<file path="config.mk">
export PLATFORM = sky130hd
export DESIGN_NAME = power_dom_rsp26
export DESIGN_NICKNAME = d
export VERILOG_FILES = /design/src/rtl/power_dom_rsp26.sv
export SDC_FILE = /design/constraint.sdc
export NUM_CORES = 1
export LEC_CHECK = 0
export BUFFER_PORTS_ARGS = -buffer_cell sky130_fd_sc_hd__clkbuf_2
export CAP_MARGIN = 20
export CELL_PAD_IN_SITES_DETAIL_PLACEMENT = 2
export CELL_PAD_IN_SITES_GLOBAL_PLACEMENT = 2
export CORE_MARGIN = 1
export CORE_UTILIZATION = 33
export CTS_CLUSTER_DIAMETER = 30
export CTS_CLUSTER_SIZE = 20
export DETAILED_ROUTE_END_ITERATION = 10
export PLACE_DENSITY = 0.75
export REMOVE_ABC_BUFFERS = 1
export SKIP_LAST_GASP = 1
export SYNTH_ARGS = -nofsm -noshare
export SYNTH_HDL_FRONTEND = slang
export SYNTH_SLANG_ARGS = --single-unit
</file>
<file path="constraint.sdc">
create_clock -name pclk26 -period 2.65 [get_ports pclk26]
set_input_delay 0.53 -clock pclk26 [delete_from_list [all_inputs] [get_ports pclk26]]
set_output_delay 0.53 -clock pclk26 [all_outputs]
set_load 0.1 [all_outputs]
</file>
<file path="src/rtl/power_dom_rsp26.sv">
// Power-switch sequencer for a switchable domain: weak/strong switch ramps,
// retention save/restore handshake, sticky protocol error flags and power-off counter.
module power_dom_rsp26 #(
    parameter int unsigned RAMP_DN_CYC = 4,
    parameter int unsigned RAMP1_CYC   = 8,
    parameter int unsigned RAMP2_CYC   = 16
) (
    input  logic       pclk26,
    input  logic       nprst26,
    input  logic       pwr1_on26,
    input  logic       pwr2_on26,
    input  logic       isolate_module26,
    input  logic       gate_clk_module26,
    input  logic       save_edge26,
    input  logic       restore_edge26,
    input  logic       clr_err26,
    output logic       pwr1_ack26,
    output logic       pwr_good26,
    output logic       retain_valid26,
    output logic       restore_done26,
    output logic [3:0] err26,
    output logic [7:0] pso_count26
);

    typedef enum logic [2:0] {
        ST_ON      = 3'd0,
        ST_DN_RAMP = 3'd1,
        ST_OFF     = 3'd2,
        ST_UP1     = 3'd3,
        ST_UP2     = 3'd4
    } state_t;

    localparam logic [7:0] DN_LOAD  = 8'(RAMP_DN_CYC - 32'd1);
    localparam logic [7:0] UP1_LOAD = 8'(RAMP1_CYC - 32'd1);
    localparam logic [7:0] UP2_LOAD = 8'(RAMP2_CYC - 32'd1);

    function automatic logic [7:0] sat_inc8(input logic [7:0] val);
        sat_inc8 = (val == 8'hFF) ? val : val + 8'd1;
    endfunction

    state_t     state_r;
    state_t     state_nxt_s;
    logic [7:0] cnt_r;
    logic [7:0] cnt_nxt_s;
    logic       off_evt_s;
    logic       leave_on_s;
    logic       save_ok_s;
    logic       restore_ok_s;
    logic [3:0] err_set_s;
    logic       retain_r;
    logic       restore_done_r;
    logic [3:0] err_r;
    logic [7:0] pso_r;

    // Next-state and ramp counter logic
    always_comb begin
        state_nxt_s = state_r;
        cnt_nxt_s   = cnt_r;
        off_evt_s   = 1'b0;
        case (state_r)
            ST_ON: begin
                if (!pwr1_on26 || !pwr2_on26) begin
                    state_nxt_s = ST_DN_RAMP;
                    cnt_nxt_s   = DN_LOAD;
                end else begin
                    state_nxt_s = ST_ON;
                end
            end
            ST_DN_RAMP: begin
                if (pwr1_on26 && pwr2_on26) begin
                    state_nxt_s = ST_UP1;
                    cnt_nxt_s   = UP1_LOAD;
                end else if (cnt_r == 8'd0) begin
                    state_nxt_s = ST_OFF;
                    off_evt_s   = 1'b1;
                end else begin
                    cnt_nxt_s = cnt_r - 8'd1;
                end
            end
            ST_OFF: begin
                if (pwr1_on26) begin
                    state_nxt_s = ST_UP1;
                    cnt_nxt_s   = UP1_LOAD;
                end else begin
                    state_nxt_s = ST_OFF;
                end
            end
            ST_UP1: begin
                if (!pwr1_on26) begin
                    state_nxt_s = ST_DN_RAMP;
                    cnt_nxt_s   = DN_LOAD;
                end else if (cnt_r != 8'd0) begin
                    cnt_nxt_s = cnt_r - 8'd1;
                end else if (pwr2_on26) begin
                    state_nxt_s = ST_UP2;
                    cnt_nxt_s   = UP2_LOAD;
                end else begin
                    state_nxt_s = ST_UP1;
                end
            end
            ST_UP2: begin
                if (!pwr1_on26) begin
                    state_nxt_s = ST_DN_RAMP;
                    cnt_nxt_s   = DN_LOAD;
                end else if (cnt_r == 8'd0) begin
                    state_nxt_s = ST_ON;
                end else begin
                    cnt_nxt_s = cnt_r - 8'd1;
                end
            end
            default: begin
                state_nxt_s = ST_ON;
                cnt_nxt_s   = 8'd0;
            end
        endcase
    end

    assign pwr_good26 = (state_r == ST_ON);
    assign pwr1_ack26 = (state_r == ST_ON) || (state_r == ST_UP2);

    // Retention handshake qualification and error-set events
    always_comb begin
        leave_on_s   = (state_r == ST_ON) && (!pwr1_on26 || !pwr2_on26);
        save_ok_s    = save_edge26 && pwr_good26 && isolate_module26 && !restore_edge26;
        restore_ok_s = restore_edge26 && pwr_good26 && retain_r && !save_edge26;
        err_set_s[0] = leave_on_s && !isolate_module26;
        err_set_s[1] = leave_on_s && !gate_clk_module26;
        err_set_s[2] = restore_edge26 && (!pwr_good26 || !retain_r || save_edge26);
        err_set_s[3] = pwr2_on26 && !pwr1_on26;
    end

    // State, counter, retention, error and power-off count registers
    always_ff @(posedge pclk26 or negedge nprst26) begin
        if (!nprst26) begin
            state_r        <= ST_ON;
            cnt_r          <= 8'd0;
            retain_r       <= 1'b0;
            restore_done_r <= 1'b0;
            err_r          <= 4'd0;
            pso_r          <= 8'd0;
        end else begin
            state_r        <= state_nxt_s;
            cnt_r          <= cnt_nxt_s;
            restore_done_r <= restore_ok_s;
            // A set event in the same cycle wins over the clear
            err_r          <= (clr_err26 ? 4'd0 : err_r) | err_set_s;
            if (save_ok_s) begin
                retain_r <= 1'b1;
            end else if (restore_ok_s) begin
                retain_r <= 1'b0;
            end else begin
                retain_r <= retain_r;
            end
            if (off_evt_s) begin
                pso_r <= sat_inc8(pso_r);
            end else begin
                pso_r <= pso_r;
            end
        end
    end

    assign retain_valid26 = retain_r;
    assign restore_done26 = restore_done_r;
    assign err26          = err_r;
    assign pso_count26    = pso_r;

endmodule
</file>
==> flow_summary_export.csv, run 1 <==
group,metric,value,unit
floorplan,core,0.004354,mm2
sta,timing.final.hold_violations,0,
yosys,yosys.area.top_type,"dfrtp_1",
yosys,synth_edf_count,0,
setup_path,reg2reg_to,"pso_count26[7]",
placement,place_congestion,0.7449,
global_routing,grt.met2_usage,34.09,%
yosys,yosysUniqueCellTypes,42,
global_routing,grt_max_degree,26,
floorplan,die_y,69.51,um
yosys,synthDominantCellAreaShare,41.60,%
sta,setup_viol,0,
power,comb_power_share,54.4,%
cts,root_buffer,"clkbuf_8",
yosys,synth-seq-cells,25,
yosys,synth_area_leaders,"dfrtp_1 (42%), nand2_1 (6.2%), o21ai_0 (5.3%)",
power,seqPwrFrac,32.2,%
floorplan,die_area,0.004832,mm2
routing,routed_wl,4327,um
final_layout,drive_gt1_share,19.49,%
setup_path,worstSetupStartpointType,"flip-flop",
placement,dp_slack,386.4,ps
placement,portBuffers,24,
setup_path,cp.depth,7,
yosys,synthArstFlopShare,100.0,%
setup_path,critPathTopFamily,"simple AND/OR/NAND/NOR gates",
routing,ant_nets,0,
global_routing,grt_use_total,19.34,%
power,leakage,0.7808,nW
power,p_clk_share,13.5,%
power,p_total,1.860,mW
yosys,seq_area_frac_synth,41.60,%
floorplan,initial_core_util,34.54,%
setup_path,crit-reg2reg-launch,"cnt_r[0]",
final_layout,diodes,0,
floorplan,die_w,69.51,um
global_routing,antenna_found_initial,0,
setup_path,critPathCaptureType,"flip-flop",
power,p_int,0.8702,mW
routing,route.vias.total,1353,
sta,layout_setup_ws,380.3,ps
floorplan,pin_count,25,
routing,wl_per_cell,17.52,um
sta,fmax,440.6,MHz
global_routing,grt_pass1_vias,1511,
final_layout,regArea,625.6,um2
sta,hold_ws,270.4,ps
global_routing,overflow,0,
sta,skew,3.365,ps
final_layout,area_growth,15.31,%
placement,placed_cell_area,0.001685,mm2
yosys,synth_warnings,0,
setup_path,cp.required,2860,ps
routing,drt-initial-drc-count,26,
cts,cts.repair.resized,0,
setup_path,crit_buf_inv,1,
yosys,syn_area,0.001504,mm2
placement,place_hpwl,3273,um
cts,cts_buffer_depth,2,
yosys,synthCells,172,
power,switching_power,0.9894,mW
power,switching_share,53.21,%
sta,grt_setup_unrepaired,"no",
yosys,avgSynthCellArea,8.744,um2
setup_path,cp_slowest_cell,"or3_1",
cts,cts_sinks,25,
routing,firstDrtPassIters,4,
routing,viasPerCell,5.478,
cts,clk_latency,280,ps
cts,cts_setup_buffers,0,
worst_hold_path,hold_path.class,"in -> async",
sta,relSlewSlack,54.03,%
setup_path,critPathMaxFanout,6,
cts,htreeDepth,1,
sta,slew_violations,0,
cts,numCtsBuffers,3,
setup_path,endpoint,"pso_count26[7]",
floorplan,rows,24,
global_routing,grt_pass1_wl,7465,um
setup_path,crit_start,"cnt_r[0]",
cts,tritoncts,"built",
outcome,status,"finished clean",
routing,drc_errors,0,
global_routing,grtUsageMet1,24.88,%
final_layout,multi_input_area,799.5,um2
sta,tightest_slew,689.6,ps
sta,period_minus_slack,2270,ps
final_layout,final_area,0.001734,mm2
sta,min_period_over_period,85.65,%
power,p_per_area,1072,mW/mm2
setup_path,path_class,"reg -> reg",
setup_path,worstPathCellList,"inv_1 > ha_1 > nor4b_4 > nand2_1 > or3_1 > nor4_4 > xor2_1",
setup_path,worst_r2r_path_depth,7,
cts,ctsHoldBuffers,0,
final_layout,nets,208,
global_routing,grt_use_met3,2.180,%
yosys,synth_ff_type,"dfrtp_1",
cts,clkSlewWorstSetupHoldPaths,100,ps
setup_path,r2r_slack,380,ps
power,ir_drop,425.9,uV
setup_path,cp.arrival,2480,ps
flow_run,drv_cap,0,
setup_path,slowest_delay,570,ps
global_routing,grt-busiest-layer,"met2",
final_layout,nFillCells,505,
==> synth_stat cells (2+ instances only) <==
cell type  count
nand2b_1       5
a21oi_1       10
clkbuf_1       6
nor3_2         3
nor3_1         6
o211ai_1       2
buf_2          3
inv_1         10
o22ai_1        3
ha_1           3
nand3b_1       2
o21ai_0       16
o2bb2ai_1      2
dfrtp_1       25
nand2_1       25
nor3b_1        3
nor2_1         9
o22a_1         2
and2_1         2
xnor2_1        4
nand3_1        4
or3_1          4
xor2_1         4
==> power by group through the flow <==
stage | registers [mW] | clock network (mW) | logic [mW]
finish | 0.598 | 0.250 | 1.01
global placement | 0.598 | 0 | 0.970
global route | 0.615 | 0.267 | 1.10
floorplan | 0.847 | 0 | 0.484
CTS | 0.600 | 0.252 | 1.02
detailed placement | 0.608 | 0 | 1.02
==> final cells by class <==
type                            instances  area share, %
Sequential cell                        25          36.08
Tap cell                               52          3.752
Inverter                               10          2.165
Clock inverter                          1         0.4329
Timing Repair Buffer                   29          9.091
Clock buffer                            3          2.381
Multi-Input combinational cell        127          46.10
==> routing by layer <==
metal / up-vias / wire [um]
met5: - / 0
met4: 0 / 34
met3: 4 / 67
met2: 15 / 2203
met1: 683 / 2021
li1: 651 / -
==> registers in the layout, summed over array words and instances (netlist names) <==
register / count
cnt_r: 8
err26: 4
pso_count26: 8
restore_done26: 1
retain_valid26: 1
state_r: 3
==> cells in the final DEF, fill, tap and decap left out, types with 5 or more instances in the layout <==
| cell | Yosys | layout |
|---|---|---|
| nand2_1 | 25 | 25 |
| dfrtp_1 | 25 | 25 |
| clkbuf_2 | 0 | 24 |
| o21ai_0 | 16 | 16 |
| inv_1 | 10 | 10 |
| a21oi_1 | 10 | 10 |
| nor2_1 | 9 | 9 |
| nor3_1 | 6 | 6 |
| nand2b_1 | 5 | 5 |
| buf_4 | 0 | 5 |
==> worst min-delay path by stage <==
stage / slack (ps) / cells after the start / from / to
2_1_floorplan: 230 / 0 / nprst26 / cnt_r[0]
3_3_place_gp: 480 / 1 / pso_count26[7] / pso_count26[7]
3_5_place_dp: 490 / 1 / pso_count26[7] / pso_count26[7]
4_1_cts: 290 / 1 / nprst26 / pso_count26[5]
5_1_grt: 320 / 1 / nprst26 / pso_count26[3]
6_report: 270 / 1 / nprst26 / cnt_r[6]
==> cells by family (layout without fill, tap and decap cells) <==
logic type,Yosys count,after routing,synth area share [%]
and+or+nand+nor,70,70,26.54
AOI/OAI and AO/OA,46,46,19.47
DFF,25,25,41.60
buffers and inverters,20,43,5.241
xor gates and xnor gates,8,8,4.658
adders and majority gates,3,3,2.496
==> metrics by stage <==
step	instances	utilization, %	TNS [ps]
floorplan	162	-	-4155
global placement	243	38.71	0
global route	247	39.83	0
CTS	247	39.83	0
finish	247	39.83	0
detailed placement	243	38.71	0
No activity file was read; power rests on OpenSTA's default activity.
==> inputs of run 2 (changes only) <==
Settings changed: CELL_PAD_IN_SITES_DETAIL_PLACEMENT 2 to 1, CELL_PAD_IN_SITES_GLOBAL_PLACEMENT 2 to 1, CORE_UTILIZATION 33 to 41, PLACE_DENSITY 0.75 to 0.74.
Clock period 2.65 ns to 2.6 ns, I/O delays scaled along.
==> flow_summary_export.csv, run 2 (same netlist as run 1, synthesis figures left out) <==
group,metric,value,unit
routing,routed_wl,3638,um
power,p_total,1.789,mW
sta,tightest_slew,657.0,ps
routing,wl_met2,1775,um
floorplan,pin_count,25,
setup_path,slowest_delay,590,ps
cts,cts.repair.resized,0,
setup_path,reg2reg_to,"pso_count26[7]",
setup_path,worst_r2r_path_depth,7,
floorplan,die_y,62.57,um
setup_path,worstSetupStartpointType,"flip-flop",
routing,wl_met1,1723,um
final_layout,area_growth,12.90,%
sta,period_minus_slack,2383,ps
setup_path,critPathMaxFanout,11,
floorplan,rows,21,
cts,clk_latency,340,ps
global_routing,grt_max_degree,26,
cts,root_buffer,"clkbuf_4",
cts,ctsHoldBuffers,0,
routing,route.vias.total,1308,
final_layout,diodes,0,
floorplan,core,0.003416,mm2
setup_path,cp_slowest_cell,"or3_1",
routing,drt-initial-drc-count,40,
setup_path,critPathCaptureType,"flip-flop",
cts,cts_buffer_depth,2,
sta,timing.final.hold_violations,0,
sta,layout_setup_ws,216.8,ps
global_routing,overflow,0,
routing,drc_errors,0,
routing,viasPerCell,5.450,
sta,hold_ws,175.8,ps
cts,htreeDepth,1,
setup_path,path_class,"reg -> reg",
placement,place_congestion,0.7659,
setup_path,crit_start,"cnt_r[0]",
outcome,status,"finished clean",
setup_path,crit-reg2reg-launch,"cnt_r[0]",
cts,clkSlewWorstSetupHoldPaths,150,ps
final_layout,drive_gt1_share,19.07,%
placement,place_hpwl,2764,um
power,leakage,0.7726,nW
floorplan,die_area,0.003914,mm2
routing,route.met3.wl,97,um
placement,dp_slack,204.8,ps
final_layout,final_cell_mix,"nand2_1 (25), dfrtp_1 (25), clkbuf_2 (24)",
routing,topRoutingLayerUsed,"met4",
routing,firstDrtPassIters,4,
cts,tritoncts,"built",
sta,grt_setup_unrepaired,"no",
final_layout,nets,207,
setup_path,worstPathCellList,"inv_1 > ha_1 > nor4b_4 > nand2_1 > or3_1 > nor4_4 > xor2_1",
placement,portBuffers,24,
final_layout,multi_input_area,799.5,um2
flow_run,drv_cap,0,
worst_hold_path,hold_path.class,"in -> async",
routing,ant_nets,0,
cts,numCtsBuffers,3,
global_routing,grt_pass1_wl,6299,um
placement,placed_cell_area,0.001670,mm2
setup_path,cp.arrival,2650,ps
setup_path,r2r_slack,220,ps
sta,min_period_over_period,91.66,%
routing,wl_per_cell,15.16,um
final_layout,regArea,625.6,um2
final_layout,nFillCells,442,
sta,slew_violations,0,
cts,cts_setup_buffers,0,
sta,skew,13.36,ps
setup_path,cp.required,2870,ps
sta,relSlewSlack,56.20,%
power,ir_drop,705.6,uV
cts,cts_sinks,25,
floorplan,die_w,62.57,um
sta,fmax,419.6,MHz
sta,setup_viol,0,
global_routing,grt_use_total,20.37,%
power,p_per_area,1054,mW/mm2
floorplan,initial_core_util,44.03,%
final_layout,final_area,0.001698,mm2
global_routing,grt_pass1_vias,1291,
global_routing,antenna_found_initial,0,
-- run 2: per-stage QoR --
step	util [%]	setup TNS, ps	std cells
floorplan	-	-4445	162
global placement	48.90	0	236
detailed placement	48.90	0	236
CTS	49.71	0	240
global route	49.71	0	240
finish	49.71	0	240
-- run 2: power breakdown --
part | total, mW | internal [mW] | switching, mW
clock network | 0.188 | 0.0579 | 0.130
logic | 0.994 | 0.292 | 0.702
registers | 0.607 | 0.477 | 0.130
-- run 2: how the worst max path moves through the flow --
stage	endpoint	slack, ps	depth (start not counted)
2_1_floorplan	retain_valid26	-800	4
3_3_place_gp	pso_count26[7]	350	7
3_5_place_dp	pso_count26[7]	200	7
4_1_cts	pso_count26[7]	170	7
5_1_grt	pso_count26[7]	20	7
6_report	pso_count26[7]	220	7
-- run 2: cell type report --
class                      instances  area share, %
sequential                        25          36.85
tap                               46          3.390
multi-input combinational        127          47.09
inverter                          10          2.211
timing repair buffer              28          8.843
clock buffer                       3          1.326
clock inverter                     1         0.2948
-- run 2: metal layers --
metal	global-route usage [%]	vias to the layer above
li1	-	649
met1	27.81	633
met2	33.70	21
met3	2.920	5
met4	5.233	0
met5	0	-
-- run 2: critical path, delay by kind of cell (launching register included) --
family	cells	cell delay, ps
xor gates and xnor gates	1	200
adders and majority gates	1	210
buffers and inverters	1	90
DFF	1	420
and+or+nand+nor	4	1400
